===== src/rtl/spi_slave_if_pkg.sv =====
// Shared constants for the SPI slave interface: FIFO depth limits,
// FSM state encodings and the byte value used when no data is available.
package spi_slave_if_pkg;

    localparam int FIFO_DEPTH_MIN = 4;
    localparam int FIFO_DEPTH_MAX = 128;

    localparam logic [7:0] IDLE_BYTE = 8'h00;

    typedef logic [1:0] state_t;

    localparam state_t ST_IDLE  = 2'd0;
    localparam state_t ST_LOAD  = 2'd1;
    localparam state_t ST_SHIFT = 2'd2;

    function automatic bit fifo_depth_ok(input int depth);
        return (depth >= FIFO_DEPTH_MIN) && (depth <= FIFO_DEPTH_MAX) &&
               ((depth & (depth - 1)) == 0);
    endfunction

endpackage


===== src/rtl/sync_fifo.sv =====
// Show-ahead byte FIFO with occupancy count; a read and a write in the
// same cycle both take effect, and a write is dropped only when full.
module sync_fifo
    import spi_slave_if_pkg::*;
#(
    parameter int DEPTH = 16
) (
    input  logic                     clk,
    input  logic                     rst,
    input  logic                     wr_en,
    input  logic [7:0]               wr_data,
    input  logic                     rd_en,
    output logic [7:0]               rd_data,
    output logic [$clog2(DEPTH):0]   count
);

    localparam int AW = $clog2(DEPTH);
    localparam int CW = AW + 1;

    logic [7:0]    mem [DEPTH];
    logic [AW-1:0] wr_ptr;
    logic [AW-1:0] rd_ptr;
    logic          full;
    logic          empty;
    logic          do_wr;
    logic          do_rd;

    assign full  = (count == CW'(DEPTH));
    assign empty = (count == '0);
    assign do_rd = rd_en & ~empty;
    // A full FIFO can still accept a byte when the head leaves in the same cycle.
    assign do_wr = wr_en & (~full | do_rd);

    assign rd_data = empty ? IDLE_BYTE : mem[rd_ptr];

    always_ff @(posedge clk or posedge rst) begin
        if (rst) begin
            wr_ptr <= '0;
            rd_ptr <= '0;
            count  <= '0;
        end else begin
            if (do_wr) wr_ptr <= wr_ptr + AW'(1);
            if (do_rd) rd_ptr <= rd_ptr + AW'(1);
            count <= count + CW'(do_wr) - CW'(do_rd);
        end
    end

    always_ff @(posedge clk) begin
        if (do_wr) mem[wr_ptr] <= wr_data;
    end

endmodule


===== src/rtl/spi_slave_if.sv =====
// SPI slave (mode 0/2) with RX/TX byte FIFOs, oversampled on clk.
// Optional overrun/underrun counter output enabled by SPI_SLAVE_OVERRUN_CNT_EN.
module spi_slave_if
    import spi_slave_if_pkg::*;
#(
    parameter bit CPOL       = 1'b0,
    parameter int FIFO_DEPTH = 16
) (
    input  logic       clk,
    input  logic       rst,
    input  logic       n_cs,
    input  logic       sclk,
    input  logic       mosi,
    output logic       miso,
    input  logic [7:0] in_data,
    input  logic       in_ena,
    output logic       tx_full,
    output logic [7:0] out_data,
    output logic       have_msg,
    output logic [7:0] len,
    input  logic       enc_rdreq
`ifdef SPI_SLAVE_OVERRUN_CNT_EN
    ,
    output logic [7:0] err_cnt
`endif
);

    localparam int CW = $clog2(FIFO_DEPTH) + 1;

    if (!fifo_depth_ok(FIFO_DEPTH)) begin : g_bad_depth
        $error("spi_slave_if: FIFO_DEPTH must be a power of two in 4..128");
    end

    // Bits [1:0] synchronise, bit [2] holds the previous synchronised level.
    logic [2:0]    cs_sr;
    logic [2:0]    sclk_sr;
    logic [2:0]    mosi_sr;
    logic [1:0]    sync_fill;
    logic          cs_armed;
    logic          cs_fall;
    logic          cs_rise;
    logic          sclk_rise;
    logic          sclk_fall;
    logic          lead;
    logic          trail;

    state_t        state;
    logic [7:0]    tx_shift;
    logic [7:0]    rx_shift;
    logic [2:0]    bit_cnt;
    logic          rx_push;
    logic          reload;
    logic          load_now;
    logic [7:0]    tx_head;
    logic [CW-1:0] tx_count;
    logic [CW-1:0] rx_count;

    always_ff @(posedge clk or posedge rst) begin
        if (rst) begin
            cs_sr     <= 3'b111;
            sclk_sr   <= {3{CPOL}};
            mosi_sr   <= 3'b000;
            sync_fill <= 2'b00;
            cs_armed  <= 1'b0;
        end else begin
            cs_sr     <= {cs_sr[1:0], n_cs};
            sclk_sr   <= {sclk_sr[1:0], sclk};
            mosi_sr   <= {mosi_sr[1:0], mosi};
            sync_fill <= {sync_fill[0], 1'b1};
            // A chip select still low when reset lifts must not start a frame.
            if (sync_fill[1] & cs_sr[1]) cs_armed <= 1'b1;
        end
    end

    assign cs_fall   = cs_armed & cs_sr[2] & ~cs_sr[1];
    assign cs_rise   = ~cs_sr[2] & cs_sr[1];
    assign sclk_rise = ~sclk_sr[2] & sclk_sr[1];
    assign sclk_fall = sclk_sr[2] & ~sclk_sr[1];
    assign lead      = CPOL ? sclk_fall : sclk_rise;
    assign trail     = CPOL ? sclk_rise : sclk_fall;

    assign load_now = ~cs_rise &
                      ((state == ST_LOAD) | ((state == ST_SHIFT) & trail & reload));

    always_ff @(posedge clk or posedge rst) begin
        if (rst) begin
            state    <= ST_IDLE;
            miso     <= 1'b0;
            tx_shift <= IDLE_BYTE;
            rx_shift <= IDLE_BYTE;
            bit_cnt  <= 3'd0;
            rx_push  <= 1'b0;
            reload   <= 1'b0;
        end else begin
            rx_push <= 1'b0;
            if (cs_rise) begin
                state  <= ST_IDLE;
                miso   <= 1'b0;
                reload <= 1'b0;
            end else begin
                case (state)
                    ST_IDLE: begin
                        miso <= 1'b0;
                        if (cs_fall) state <= ST_LOAD;
                    end
                    ST_LOAD: begin
                        tx_shift <= tx_head;
                        miso     <= tx_head[7];
                        bit_cnt  <= 3'd0;
                        reload   <= 1'b0;
                        state    <= ST_SHIFT;
                    end
                    ST_SHIFT: begin
                        if (lead) begin
                            rx_shift <= {rx_shift[6:0], mosi_sr[2]};
                            bit_cnt  <= bit_cnt + 3'd1;
                            if (bit_cnt == 3'd7) begin
                                rx_push <= 1'b1;
                                reload  <= 1'b1;
                            end
                        end else if (trail) begin
                            if (reload) begin
                                tx_shift <= tx_head;
                                miso     <= tx_head[7];
                                reload   <= 1'b0;
                            end else begin
                                tx_shift <= {tx_shift[6:0], 1'b0};
                                miso     <= tx_shift[6];
                            end
                        end
                    end
                    default: state <= ST_IDLE;
                endcase
            end
        end
    end

    sync_fifo #(.DEPTH(FIFO_DEPTH)) u_tx_fifo (
        .clk     (clk),
        .rst     (rst),
        .wr_en   (in_ena),
        .wr_data (in_data),
        .rd_en   (load_now),
        .rd_data (tx_head),
        .count   (tx_count)
    );

    sync_fifo #(.DEPTH(FIFO_DEPTH)) u_rx_fifo (
        .clk     (clk),
        .rst     (rst),
        .wr_en   (rx_push),
        .wr_data (rx_shift),
        .rd_en   (enc_rdreq),
        .rd_data (out_data),
        .count   (rx_count)
    );

    assign tx_full  = (tx_count == CW'(FIFO_DEPTH));
    assign have_msg = (rx_count != '0);
    assign len      = 8'(rx_count);

`ifdef SPI_SLAVE_OVERRUN_CNT_EN
    logic       rx_drop;
    logic       tx_empty_load;
    logic [8:0] err_sum;

    assign rx_drop       = rx_push & (rx_count == CW'(FIFO_DEPTH)) & ~(enc_rdreq & have_msg);
    assign tx_empty_load = load_now & (tx_count == '0);
    assign err_sum       = {1'b0, err_cnt} + 9'(rx_drop) + 9'(tx_empty_load);

    always_ff @(posedge clk or posedge rst) begin
        if (rst) begin
            err_cnt <= 8'd0;
        end else begin
            err_cnt <= err_sum[8] ? 8'hFF : err_sum[7:0];
        end
    end
`endif

endmodule

===== config.mk =====
export PLATFORM = sky130hd
export DESIGN_NAME = spi_slave_if
export DESIGN_NICKNAME = d
export VERILOG_FILES = /design/src/rtl/spi_slave_if_pkg.sv /design/src/rtl/sync_fifo.sv /design/src/rtl/spi_slave_if.sv
export SDC_FILE = /design/constraint.sdc
export NUM_CORES = 1
export LEC_CHECK = 0
export CAP_MARGIN = 20
export CORE_ASPECT_RATIO = 0.8
export CORE_MARGIN = 1.5
export CORE_UTILIZATION = 28
export CTS_BUF_LIST = sky130_fd_sc_hd__clkbuf_8
export DETAILED_ROUTE_END_ITERATION = 7
export GPL_ROUTABILITY_DRIVEN = 0
export PLACE_DENSITY = 0.51
export SLEW_MARGIN = 25
export SYNTH_ARGS = -nofsm -noshare
export SYNTH_HDL_FRONTEND = slang
export SYNTH_SLANG_ARGS = --single-unit

===== constraint.sdc =====
create_clock -name clk -period 3.97 [get_ports clk]
set_input_delay 1.191 -clock clk [delete_from_list [all_inputs] [get_ports clk]]
set_output_delay 1.191 -clock clk [all_outputs]
set_load 0.02 [all_outputs]

; ---- After elaboration in Yosys (flattened, before gate mapping)
; Memories as Yosys holds them, arrays and structs flattened.
; Index checks and enable logic that the tools add are counted.
; Widths: inputs -> output; s select.
[word_totals]
ff_bits = 61
latch_bits = 0
mem_bits_rw = 256
mem_bits_ro = 0
input_bits = 15
out_inout_bits = 19
memories = 2
[mem_list]
columns = memory, depth, word_bits, read_ports, rd_ports_with_merged_regs, wr, line
row1 = u_rx_fifo.mem, 16, 8, 1, 0, 1, sync_fifo.sv:20  ; logic [7:0] mem [DEPTH];
row2 = u_tx_fifo.mem, 16, 8, 1, 0, 1, sync_fifo.sv:20
[classes]
addsub = 9
mul = 0
div_mod_pow = 0
n_lt_le_gt_ge = 0
eq_ne = 14
n_shift = 0
muxes = 29
bitwise = 25
reduce_logical = 13
[ops]
columns = operator, n
row1 = $mux 7, 3
row2 = $add 4x1->4 const B, 4
row3 = $mux 1, 16
row4 = $mux 8, 2
row5 = $pmux 7 s2, 1
row6 = $and 1x1->1, 13
row7 = $reduce_and 3->1, 4
row8 = $add 5x1->5, 2
row9 = $eq 5x5->1 const B, 2
row10 = $logic_not 5->1, 2
row11 = $sub 5x1->5, 2
row12 = $ne 3x3->1 const B, 3
row13 = $not 1->1, 9
row14 = $ne 2x2->1 const B, 4
row15 = $pmux 2 s3, 1
row16 = $pmux 3 s2, 1
row17 = $reduce_bool 5->1, 1
row18 = $mux 2, 2
row19 = $ne 4x3->1 const B, 1
row20 = $ne 4x4->1 const B, 1
row21 = $reduce_and 4->1, 1
row22 = $reduce_bool 4->1, 1
row23 = $add 3x1->3 const B, 1
row24 = $eq 3x3->1 const B, 1
row25 = 10 further kinds, 12

; ---- Depth between registers and ports, before layout
; Gate-level depths: netlist (run 1).
[depth]
word_depth = 11
depth_mapped = 13

; ---- Cells and area by module
; Synthesis (run 1) repeated with hierarchy kept, for this count alone.
[hier_totals]
cells_unflattened = 711
area_unflattened_um2 = 13163.9
[modules_own_cells]
columns = mod, n_inst, cells_per_inst, area_per_inst_um2
row1 = sync_fifo, 2, 291, 5823.1
row2 = spi_slave_if, 1, 129, 1517.7

; ---- Worst setup path before layout (run 1)
; Ideal clock, no wire load.
[synth_path]
kind = register to output
start = register u_rx_fifo.rd_ptr[0]
end = output out_data[0]
arrival_time_ns = 1.834
required_ns = 2.779
setup_slack_ns = 0.945
stages_incl_launch_ff = 6
path_buffers = 2
path_cell_list = dfrtp_1 buf_6 buf_12 mux4_1 mux4_2 and2_1
[synth_between]
elab_chain_len = 2
[synth_lines]
columns = item, line
row1 = "start, declared", sync_fifo.sv:22  ; logic [AW-1:0] rd_ptr;
row2 = "start signal, assigned", sync_fifo.sv:43  ; if (do_rd) rd_ptr <= rd_ptr + AW'(1);
row3 = $mem_v2 16x8, n/a
row4 = $mux 8, sync_fifo.sv:34  ; assign rd_data = empty ? IDLE_BYTE : mem[rd_ptr];
row5 = "end, declared", spi_slave_if.sv:18  ; output logic [7:0] out_data,
; No other way between the ends.

; ---- Worst setup path in the final report (run 1)
; Ends and elaborated chain as after synthesis.

==> impl_metrics.csv, run 1 <==
group,metric,value,unit
timing,worstMarginPinSlew,1.032,ns
yosys,synth.top_cell.area_share,58.99,%
worst_setup_path,rr_startpoint,"state[0]",
timing,drv_slew,0,
pwr,p_total,0.009984,W
die,die-height,196.0,um
global_routing,grt_pass1_vias,6722,
placed_design,io_buffers,30,
die,dieWidth,244.2,um
timing,fin_crit_sh,96.31,%
layout,fin_cells,1441,
cts,cts_sinks,317,
cts,holdBufCountCts,0,
worst_setup_path,critPathMaxFanout,8,
yosys,synth-seq-cells,317,
pwr,vdd_drop_max,0.0002686,V
detailed_routing,drtIter0Drc,410,
layout,final_common_cell,"edfxtp_1",
cts,cts_root_buf,"clkbuf_8",
yosys,synth.distinct_cells,59,
timing,min_period,3.823,ns
die,die-area,47860,um2
layout,nets,831,
yosys,synth_top_cell_by_area,"edfxtp_1",
worst_setup_path,critPathLaunchType,"flop",
timing,whs,0.3460,ns
timing,max_slew_margin,31.19,%
yosys,ys_warn_count,0,
worst_setup_path,r2r_end,"u_tx_fifo.mem[11][1]",
placed_design,placed_area,14250,um2
layout,final_cell_mix,"256 x edfxtp_1, 58 x clkbuf_8, 56 x dfrtp_1, 51 x mux4_2, 41 x inv_1",
cts,cts_tree,"yes",
yosys,synth.area.top_cells,"edfxtp_1 59%, dfrtp_1 11%, mux4_2 8.6%",
cts,clock_path_buffers,3,
worst_setup_path,path_class,"flop to output port",
die,pin_count,34,
job,maxCapViolCount,0,
timing,hold_viol_final,0,
hold_path,hold_start,"sync_fill[0]",
timing,max_freq,261.5,MHz
detailed_routing,route.detailed.drc,0,
placed_design,post-dp-hpwl,17.07,mm
global_routing,grt_max_degree,38,
layout,design_area,15310,um2
timing,fin_setup_tns,0,ns
run_status,status,"complete, no violations",
detailed_routing,drt_wl_total,29.06,mm
hold_path,min_path_type,"flop to flop",
layout,drive_above_1_share,24.85,%
layout,synthToLayoutAreaGrowth,17.48,%
cts,clk_pin_slew_worst_paths,0.06,ns
yosys,syn_avg_cell_area,18.89,um2
detailed_routing,viasPerCell,4.534,
detailed_routing,wl_per_cell,20.17,um
worst_setup_path,crit_path_end_kind,"output port",
timing,rsz0062_at_grt,"no",
worst_setup_path,ff2ff_path_depth,7,
global_routing,overflow,0,
layout,antennaDiodeCount,0,
cts,h-tree-depth,2,
yosys,synth_edf_count,256,
die,rows,70,
hold_path,whs_endpoint,"sync_fill[1]",
detailed_routing,firstDrtPassIters,4,
pwr,leakage,5.372,nW
hold_path,holdPathStages,0,
cts,clock_latency,0.63,ns
pwr,powerDensity,652.1,nW/um2
global_routing,grt_pass1_wl,43.12,mm
global_routing,antenna_found_initial,0,
yosys,yosysSeqAreaShare,70.73,%
yosys,synth_ff_type,"edfxtp_1",
yosys,syn_area,13030,um2
yosys,synthArstFlopShare,19.24,%
worst_setup_path,arrival,2.63,ns
die,core-area,45810,um2
detailed_routing,vias,6533,
timing,finClkSkew,0.02720,ns
worst_setup_path,reg2reg_slack,0.70,ns
placed_design,placed_cells,1339,
die,initial_core_util,28.45,%
global_routing,track_usage,12.30,%
yosys,synthCells,690,
detailed_routing,antenna_left,0,
worst_setup_path,required,2.78,ns
timing,finalSetupViolCount,0,
cts,cts_buffers,54,
==> area by class of cell <==
| class | instances | area (um2) |
|---|---|---|
| Clock buffer | 58 | 798.3 |
| Clock inverter | 41 | 269.0 |
| Fill cell | 4355 | 30500 |
| Inverter | 30 | 112.6 |
| Multi-Input combinational cell | 313 | 3506 |
| Sequential cell | 317 | 9220 |
| Tap cell | 612 | 765.7 |
| Timing Repair Buffer | 70 | 639.4 |
==> state kept, by name, indices dropped and copies added, names as in the netlist <==
| name | flops |
|---|---|
| u_rx_fifo.mem | 128 |
| u_tx_fifo.mem | 128 |
| rx_shift | 8 |
| tx_shift | 7 |
| u_rx_fifo.count | 5 |
| u_tx_fifo.count | 5 |
| u_rx_fifo.rd_ptr | 4 |
| u_rx_fifo.wr_ptr | 4 |
| u_tx_fifo.rd_ptr | 4 |
| u_tx_fifo.wr_ptr | 4 |
| bit_cnt | 3 |
| cs_sr | 3 |
| mosi_sr | 3 |
| sclk_sr | 3 |
| state | 2 |
| sync_fill | 2 |
| cs_armed | 1 |
| miso | 1 |
| reload | 1 |
| rx_push | 1 |
==> how the worst max path moves through the flow <==
stage / from / end / slack [ns] / depth (start not counted)
after floorplan: u_rx_fifo.rd_ptr[0] / out_data[0] / 0.95 / 5
after global placement: u_rx_fifo.rd_ptr[0] / out_data[3] / 0.39 / 5
after detailed placement: u_rx_fifo.rd_ptr[0] / out_data[3] / 0.40 / 5
after CTS: u_rx_fifo.rd_ptr[0] / out_data[3] / 0.04 / 6
after global routing: u_rx_fifo.rd_ptr[0] / out_data[2] / 0.03 / 5
final: u_rx_fifo.rd_ptr[0] / out_data[0] / 0.15 / 5
==> worst max-delay path, stage by stage, from the launching register on <==
cell and delay (ns):
dfrtp_2 0.46, buf_12 0.17, mux4_1 0.55, mux4_2 0.49, and2_1 0.18, buf_2 0.15
==> per-layer routing <==
layer / global-route usage [%] / vias up / routed length [um]
met3: 2.982 / 48 / 1585
met4: 4.550 / 0 / 708
met2: 17.20 / 153 / 12270
met5: 0 / - / 0
li1: - / 2928 / -
met1: 18.33 / 3404 / 14500
==> Yosys cell counts (3+ instances only) <==
master / number
nand3_1: 6
and2_1: 15
nand4_1: 3
buf_4: 9
buf_6: 3
a22oi_1: 11
inv_1: 29
nor3b_1: 5
mux4_1: 14
and4_1: 4
dfrtp_1: 58
and3_1: 4
mux4_2: 50
nand2_1: 13
ha_1: 28
a211oi_1: 3
o211ai_1: 3
buf_2: 6
a22o_1: 4
edfxtp_1: 256
nor2b_1: 9
xor2_1: 6
nor3_1: 8
a21o_1: 3
nor2_1: 24
dfstp_2: 3
xnor2_1: 14
a31oi_1: 3
a21oi_1: 10
nor4b_1: 5
nand2b_1: 3
mux2_2: 14
clkbuf_1: 9
mux2i_1: 24
==> where the power goes <==
group,total [W],switching [W],leakage (nW),internal (W)
Sequential,0.00439,0.000427,3.06,0.00396
Combinational,0.00270,0.00134,1.71,0.00135
Clock,0.00290,0.00135,0.594,0.00155
==> timing repair <==
| action | CTS | global route |
|---|---|---|
| hold endpoints to repair | 0 | 0 |
| setup endpoints to repair | 8 | 4 |
| pin swaps | 0 | 0 |
| resized for setup | 35 | 2 |
| setup buffers | 3 | 0 |
| gates cloned | 2 | 0 |
==> kinds of logic after synthesis <==
family	after synthesis	share of synthesized area, %
flops	317	70.73
mux	103	14.60
simple gates	103	4.522
buf+inv	62	2.611
compound gates	53	3.140
fa+ha+maj	30	2.995
xor+xnor	20	1.344
other cells	2	0.05763
==> metrics by stage <==
stage               utilization, %  setup WS, ns
global route                 33.43       0.03206
finish                       33.43        0.1466
detailed placement           31.10        0.3992
global placement             31.10        0.3910
CTS                          33.55       0.03727
floorplan                        -        0.9452
No activity file was read; power rests on OpenSTA's default activity.
==> run 2: changes to the inputs <==
Settings changed: CORE_UTILIZATION 28 to 64, MAX_ROUTING_LAYER set to met4, PLACE_DENSITY 0.51 to 0.91, RECOVER_POWER set to 50.
==> impl_metrics.csv, run 2 (synthesis results as in run 1) <==
group,metric,value,unit
worst_setup_path,cpMaxStageDelayCell,"mux4_1",
job,maxCapViolCount,0,
global_routing,track_usage,29.68,%
cts,cts_root_buf,"clkbuf_8",
worst_setup_path,arrival,2.73,ns
pwr,clkPwrFrac,26.9,%
cts,holdBufCountCts,0,
detailed_routing,viasPerCell,6.630,
worst_setup_path,worstPathCellList,"buf_12, mux4_1, mux4_2, and2_1, dlygate4sd2_1",
cts,h-tree-depth,2,
layout,final_common_cell,"edfxtp_1",
pwr,p_int,0.006643,W
layout,multi_input_area,3513,um2
timing,fin_setup_tns,0,ns
detailed_routing,antenna_left,0,
pwr,vdd_drop_max,0.0004987,V
timing,max_slew_margin,24.07,%
die,die-area,21230,um2
cts,clk_pin_slew_worst_paths,0.07,ns
pwr,switching_share,31.43,%
worst_setup_path,path_class,"flop to output port",
placed_design,io_buffers,30,
pwr,leakage,5.299,nW
detailed_routing,route.detailed.drc,0,
layout,synthToLayoutAreaGrowth,12.87,%
detailed_routing,drt_wl_total,29.00,mm
worst_setup_path,reg2reg_slack,0.68,ns
worst_setup_path,slowest_delay,0.59,ns
global_routing,overflow,0,
timing,finClkSkew,0.02708,ns
layout,final_cell_mix,"256 x edfxtp_1, 56 x dfrtp_1, 52 x clkbuf_8, 50 x mux4_2, 42 x inv_1",
cts,clock_latency,0.56,ns
layout,final-seq-area,9220,um2
worst_setup_path,critPathMaxFanout,20,
layout,reg_top3,"u_rx_fifo.mem (128), u_tx_fifo.mem (128), rx_shift (8)",
timing,worstMarginPinSlew,1.138,ns
global_routing,antenna_found_initial,0,
worst_setup_path,ff2ff_path_depth,14,
timing,hold_viol_final,0,
pwr,powerDensity,658.6,nW/um2
hold_path,hold_start,"sync_fill[0]",
worst_setup_path,startpoint,"u_rx_fifo.rd_ptr[0]",
timing,setup_slack,0.04415,ns
timing,fin_crit_sh,98.89,%
die,core-area,19910,um2
cts,cts_buffers,46,
cts,postCtsSetupBuffers,0,
worst_setup_path,timing.critical_path.to,"out_data[5]",
detailed_routing,wl_per_cell,26.95,um
layout,postLayoutCoreUtil,73.87,%
cts,cts_tree,"yes",
timing,drv_slew,0,
detailed_routing,firstDrtPassIters,7,
hold_path,min_path_type,"flop to flop",
global_routing,grt_pass1_vias,7265,
worst_setup_path,r2r_end,"u_tx_fifo.count[4]",
placed_design,placed_cells,992,
placed_design,post-dp-hpwl,18.02,mm
worst_setup_path,rr_startpoint,"state[0]",
timing,rsz0062_at_grt,"yes",
layout,antennaDiodeCount,0,
layout,drive_above_1_share,22.17,%
cts,cts_sinks,317,
global_routing,grt_max_degree,35,
timing,whs,0.3473,ns
worst_setup_path,crit_path_end_kind,"output port",
placed_design,dp_slack,0.3533,ns
cts,clock_path_buffers,3,
timing,max_freq,254.7,MHz
layout,fin_cells,1076,
die,initial_core_util,65.44,%
worst_setup_path,required,2.78,ns
layout,nets,821,
pwr,p_switching,0.003045,W
pwr,seqPwrFrac,45.7,%
pwr,comb_power_share,27.4,%
timing,min_period,3.926,ns
die,rows,46,
run_status,status,"complete, no violations",
global_routing,grt_pass1_wl,43.75,mm
worst_setup_path,critPathLaunchType,"flop",
die,pin_count,34,
detailed_routing,vias,7134,
die,die-height,130.6,um
timing,finalSetupViolCount,0,
detailed_routing,drtIter0Drc,923,
die,dieWidth,162.5,um
layout,fillers,1098,
## run 2: worst min path at each step
stage                   endpoint  slack (ns)  cells past startpoint
floorplan             mosi_sr[1]        0.33                      0
global placement    sync_fill[1]        0.34                      0
detailed placement  sync_fill[1]        0.34                      0
CTS                 sync_fill[1]        0.35                      0
global route          mosi_sr[1]        0.36                      0
finish              sync_fill[1]        0.35                      0
## run 2: final cells by class
type / instances / area share [%]
Clock inverter: 32 / 1.454
Sequential cell: 317 / 62.68
Clock buffer: 52 / 4.865
Tap cell: 264 / 2.245
Multi-Input combinational cell: 313 / 23.88
Timing Repair Buffer: 68 / 4.108
Inverter: 30 / 0.7655
## run 2: worst max-delay path, delay by kind of cell, from the launching register on
family / cells / cell delay (ns)
buffers and inverters: 2 / 0.51
muxes: 2 / 1.07
and+or+nand+nor: 1 / 0.17
DFF: 1 / 0.41
## run 2: what timing repair did
item | CTS | global route
endpoints found under the setup margin | 8 | 9
endpoints found under the hold margin | 0 | 0
resized for setup | 9 | 2
## run 2: power by group through the flow
| stage | Sequential [W] | Combinational [W] | Clock [W] |
|---|---|---|---|
| floorplan | 0.00422 | 0.00211 | 0 |
| global placement | 0.00441 | 0.00244 | 0 |
| detailed placement | 0.00446 | 0.00262 | 0 |
| CTS | 0.00441 | 0.00264 | 0.00263 |
| global route | 0.00446 | 0.00283 | 0.00276 |
| finish | 0.00442 | 0.00266 | 0.00261 |
## run 2: stage by stage
stage,area (um2),power [W]
3_5_place_dp,13780,0.007080
5_1_grt,14710,0.01006
3_3_place_gp,13780,0.006851
6_report,14710,0.009688
4_1_cts,14700,0.009674
2_1_floorplan,13040,0.006327
## run 2: routing by layer
layer  track usage [%]  routed length [um]
met4             10.20                 824
met2             46.03               13970
met3             5.303                3035
met1             40.75               11170
met5                 -                   0
==> run 3: changes to the inputs <==
Settings changed: CTS_CLUSTER_DIAMETER set to 120.
==> results of run 3 <==
Same layout as run 2: the final DEF is identical, and so are final timing and power.
